--- src/rtl/debounce_multi_counter.sv ---
// debounce_multi_counter
//   Multi-channel switch debouncer with press and bounce statistics.
//   Each channel has a 2-flop synchroniser, a ZERO/WAIT1/ONE/WAIT0 debounce
//   FSMD, a debounced-press counter and a raw-rising-edge (bounce) counter.
//   A registered channel-select mux feeds the display.
//
//   Build option: define DEBOUNCE_CNT_SAT_EN to make both counters saturate
//   at all-ones instead of wrapping.
//
// Ports
//   clk       : system clock
//   reset     : synchronous, active-high
//   sw        : raw asynchronous switch levels (active-high), one per channel
//   clr       : per-channel synchronous clear of both counters
//   sel       : channel shown on press_cnt/raw_cnt (out of range -> channel 0)
//   db_level  : debounced level per channel
//   db_tick   : one-cycle pulse per debounced press, per channel
//   press_cnt : registered press count of the selected channel
//   raw_cnt   : registered raw-edge count of the selected channel
module debounce_multi_counter #(
  parameter int N_CH      = 2,
  parameter int CNT_W     = 8,
  parameter int DB_CYCLES = 500000,
  localparam int SEL_W    = (N_CH > 1) ? $clog2(N_CH) : 1
) (
  input  logic             clk,
  input  logic             reset,
  input  logic [N_CH-1:0]  sw,
  input  logic [N_CH-1:0]  clr,
  input  logic [SEL_W-1:0] sel,
  output logic [N_CH-1:0]  db_level,
  output logic [N_CH-1:0]  db_tick,
  output logic [CNT_W-1:0] press_cnt,
  output logic [CNT_W-1:0] raw_cnt
);

  localparam int STAB_W = $clog2(DB_CYCLES);
  // Window ends when the counter reaches DB_CYCLES-2: one cycle is spent
  // entering WAITx and one more registering the transition.
  localparam logic [STAB_W-1:0] STAB_LAST = STAB_W'(DB_CYCLES - 2);

  typedef enum logic [1:0] {ZERO, WAIT1, ONE, WAIT0} db_state_t;

  function automatic logic [CNT_W-1:0] bump(input logic [CNT_W-1:0] c);
`ifdef DEBOUNCE_CNT_SAT_EN
    return (c == '1) ? c : c + CNT_W'(1);
`else
    return c + CNT_W'(1);
`endif
  endfunction

  logic [N_CH-1:0]  sync1;
  logic [N_CH-1:0]  s;
  logic [N_CH-1:0]  s_d;
  logic [N_CH-1:0]  raw_edge;
  logic [CNT_W-1:0] press_arr [N_CH];
  logic [CNT_W-1:0] raw_arr   [N_CH];
  logic [CNT_W-1:0] press_sel;
  logic [CNT_W-1:0] raw_sel;

  always_ff @(posedge clk) begin
    if (reset) begin
      sync1 <= '0;
      s     <= '0;
      s_d   <= '0;
    end else begin
      sync1 <= sw;
      s     <= sync1;
      s_d   <= s;
    end
  end

  always_comb raw_edge = s & ~s_d;

  for (genvar g = 0; g < N_CH; g++) begin : g_ch
    db_state_t         state_q, state_d;
    logic [STAB_W-1:0] stab_q, stab_d;
    logic              tick_q, tick_d;
    logic              level_c;
    logic [CNT_W-1:0]  press_q, raw_q;

    // State register
    always_ff @(posedge clk) begin
      if (reset) begin
        state_q <= ZERO;
        stab_q  <= '0;
        tick_q  <= 1'b0;
      end else begin
        state_q <= state_d;
        stab_q  <= stab_d;
        tick_q  <= tick_d;
      end
    end

    // Next-state logic
    always_comb begin
      state_d = state_q;
      stab_d  = stab_q;
      tick_d  = 1'b0;
      unique case (state_q)
        ZERO: if (s[g]) begin
          state_d = WAIT1;
          stab_d  = '0;
        end
        WAIT1: begin
          if (!s[g]) begin
            state_d = ZERO;
          end else if (stab_q == STAB_LAST) begin
            state_d = ONE;
            tick_d  = 1'b1;
          end else begin
            stab_d = stab_q + STAB_W'(1);
          end
        end
        ONE: if (!s[g]) begin
          state_d = WAIT0;
          stab_d  = '0;
        end
        WAIT0: begin
          if (s[g]) begin
            state_d = ONE;
          end else if (stab_q == STAB_LAST) begin
            state_d = ZERO;
          end else begin
            stab_d = stab_q + STAB_W'(1);
          end
        end
        default: state_d = ZERO;
      endcase
    end

    // Output decode
    always_comb begin
      level_c = (state_q == ONE) || (state_q == WAIT0);
    end

    assign db_level[g] = level_c;
    assign db_tick[g]  = tick_q;

    // Clear has priority over a same-cycle increment
    always_ff @(posedge clk) begin
      if (reset || clr[g]) begin
        press_q <= '0;
        raw_q   <= '0;
      end else begin
        if (tick_q)      press_q <= bump(press_q);
        if (raw_edge[g]) raw_q   <= bump(raw_q);
      end
    end

    assign press_arr[g] = press_q;
    assign raw_arr[g]   = raw_q;
  end

  // Out-of-range sel falls through to the channel 0 default
  always_comb begin
    press_sel = press_arr[0];
    raw_sel   = raw_arr[0];
    for (int unsigned i = 1; i < N_CH; i++) begin
      if (32'(sel) == i) begin
        press_sel = press_arr[i];
        raw_sel   = raw_arr[i];
      end
    end
  end

  always_ff @(posedge clk) begin
    if (reset) begin
      press_cnt <= '0;
      raw_cnt   <= '0;
    end else begin
      press_cnt <= press_sel;
      raw_cnt   <= raw_sel;
    end
  end

endmodule
--- config.mk ---
export PLATFORM = sky130hd
export DESIGN_NAME = debounce_multi_counter
export DESIGN_NICKNAME = d
export VERILOG_FILES = /design/src/rtl/debounce_multi_counter.sv
export SDC_FILE = /design/constraint.sdc
export NUM_CORES = 1
export LEC_CHECK = 0
export BUFFER_PORTS_ARGS = -buffer_cell sky130_fd_sc_hd__buf_2
export CAP_MARGIN = 20
export CORE_MARGIN = 1.5
export CORE_UTILIZATION = 59
export CTS_BUF_LIST = sky130_fd_sc_hd__clkbuf_8
export DETAILED_ROUTE_END_ITERATION = 10
export PLACE_DENSITY = 0.81
export SLEW_MARGIN = 5
export SYNTH_ARGS = -nofsm -noshare
export SYNTH_HDL_FRONTEND = slang
export SYNTH_SLANG_ARGS = --single-unit
--- constraint.sdc ---
create_clock -name clk -period 5.8 [get_ports clk]
set_input_delay 0.58 -clock clk [delete_from_list [all_inputs] [get_ports clk]]
set_output_delay 0.58 -clock clk [all_outputs]
set_load 0.01 [all_outputs]
==> run metrics <==
CTS tree yes; outcome finished, final reports clean; vias per inst just under 6; Worst Min Path Start sw[0]; Finished Cell Area about 4800 um^2; Max Root-Sink Buffers 2; total gr overflow 0; setup violators final 0; FF-to-FF path depth 5; number of DRC markers in iteration 0 between 200 and 250; net count after synthesis roughly 520; worst skew pair latency between 300 and 400 ps; number of top-level pins 27; crit path time final around 2600 ps; Final Hold Viols 0; fmax approximately 390 MHz; Layout area overhead 7.19%; Post-DRT Antenna Nets 0; Post-CTS Setup Inserts 0; share of cells above drive strength 1 a little under 10%; CTS sink cnt 98; Cells after Synth 508; area leader, netlist dfxtp_1; post_cts resized 0; EDFF count, synth 0; # DRC 0; CP startpoint kind register; DR vias ~3700; RSZ-0062 raised after global routing false; Placer Congestion just over 0.9; clock-pin slew on the worst setup and hold paths roughly 100 ps; Area after DPL between 4000 and 5000 um^2; most frequent cells in the layout 98 x dfxtp_1, 61 x nor2_1, 43 x nand2_1; DRT Pass-1 Iters 4; ranking of synthesized cells by area dfxtp_1 44%, mux2i_1 5.4%, nor2_1 5.2%; Max-Cap Viols 0; sequential-to-total area share from yosys stat between 40% and 50%; vias in the first global route 3367; CTS H-tree lvls 3; Slew HR about 40%; Hold Crit Class in2reg; initial antenna violation count 0; worst-path fanout max 15; fin crit share 44.2%; Avg Cell Area, Syn a little under 9 um^2; Netlist Area Pre-Place about 4400 um^2; largest net degree at the start of global routing between 40 and 50; Worst Setup SP s[0]$_SDFF_PP0_; Peak VDD IR roughly 120 uV; endpoint class of the critical path register; ys flop type dfxtp_1; setup_tns 0 ps; Net count, final 533; Post-synth ARST share 0%; WL final approximately 9.1 mm; hold_buf cts 0; Setup CP Type reg2reg; Num CTS Buffers 9; IO buf count 26; chip width around 90 um; Layout fillers 611; die area 8050 um^2; WHS Path Cells 2; CP arrival 2860 ps; synth warn 0; Lkg Pwr 0.00167 uW; WL per Instance ~15 um; Worst EP required ~6000 ps; # rows 31; most common cell after layout, fill and taps aside dfxtp_1; Cell variety after synth 50; core area just over 7000 um^2; RR Startpoint s[0]$_SDFF_PP0_; clock skew approximately 19 ps; All-Layer GR Usage a little under a quarter; Power Density around 240 nW/um^2; fin. max-slew vios 0; Die Ht between 80 and 90 um; diode count 0; Worst Max-Slew Pin Slew 899 ps; post-synth top area share ~44%; clock root cell clkbuf_8; global-route wire length before repair roughly 15 mm; starting density of the core 61.2%; FF+latch count, synth 98; Final HPWL DP ~6.4 mm
[power by group]
part | switching [uW] | internal [uW] | leakage (uW)
sequential | 2.30 | 675 | 0.000790
combinational | 23.6 | 11.5 | 0.000783
clock | 263 | 169 | 0.0000962
[final timing paths]
check | endpoint | slack [ps]
setup reg to reg | g_ch[0].stab_q[5]$_SDFFE_PP0P_ | 3230
hold reg to reg | s[0]$_SDFF_PP0_ | 440
hold / removal | sync1[0]$_SDFF_PP0_ | 440
setup / recovery | g_ch[0].stab_q[5]$_SDFFE_PP0P_ | 3230
[cells in the mapped netlist (6+ instances only)]
cell type and n:
a21oi_1 27, a31oi_1 7, clkbuf_1 16, dfxtp_1 98, ha_1 8, inv_1 10, mux2i_1 24, nand2_1 43
nand2b_1 6, nand3_1 27, nand4_1 21, nor2_1 61, nor2b_1 8, nor3_1 9, nor4_1 7, o21ai_0 22
or3_1 21, xnor2_1 10, xor2_1 23
[flip-flops by register name, indices dropped and copies added, names as in the netlist, named ones only]
register / cells
sync1: 2
s_d: 2
s: 2
g_ch.tick_q: 2
g_ch.stab_q: 38
raw_cnt: 8
g_ch.state_q: 2
g_ch.raw_q: 16
g_ch.press_q: 16
press_cnt: 8
[cell type report]
class	instances	area, um^2	area share (%)
clock inverter	7	67.6	1.42
inverter	10	37.5	0.789
tap	99	124	2.60
timing repair buffer	26	130	2.74
sequential	98	1960	41.2
multi-input combinational	373	2310	48.6
clock buffer	9	124	2.60
[metal layers]
| layer | up-vias | track usage [%] | share of wire, % |
|---|---|---|---|
| met3 | 18 | 3.81 | 4.6 |
| met5 | - | 0 | 0 |
| met1 | 1726 | 29.3 | 46 |
| met2 | 107 | 38.0 | 47 |
| met4 | 0 | 9.79 | 2.0 |
| li1 | 1822 | - | - |
[cells by family (layout without fill, tap and decap cells)]
logic type | after synthesis | count (layout) | share of synthesized area, %
AND/OR/NAND/NOR | 229 | 229 | 26.6
XOR/XNOR | 33 | 33 | 6.51
buffers and inverters | 37 | 52 | 3.69
multiplexers | 24 | 24 | 5.41
adder cells (fa/ha/maj) | 8 | 8 | 2.26
AO/OA/AOI/OAI | 79 | 79 | 11.4
flip-flops | 98 | 98 | 44.2
[metrics by stage]
| step | power, uW | setup slack (ps) | utilization (%) | instances | hold slack [ps] |
|---|---|---|---|---|---|
| floorplan | 720 | 3660 | - | 508 | 414 |
| finish | 1140 | 3230 | 65.6 | 622 | 435 |
| detailed placement | 728 | 3310 | 62.9 | 606 | 427 |
| global route | 1180 | 3050 | 65.6 | 622 | 436 |
| global placement | 727 | 3420 | 62.9 | 606 | 429 |
| CTS | 1150 | 3270 | 65.6 | 622 | 431 |
[critical path: stages (launching register included)]
cell	delay, ps
dfxtp_1	440
xor2_1	530
nand2_1	310
a211oi_2	820
o21ai_0	210
a31oi_1	200
(Power assumes the default switching activity.)
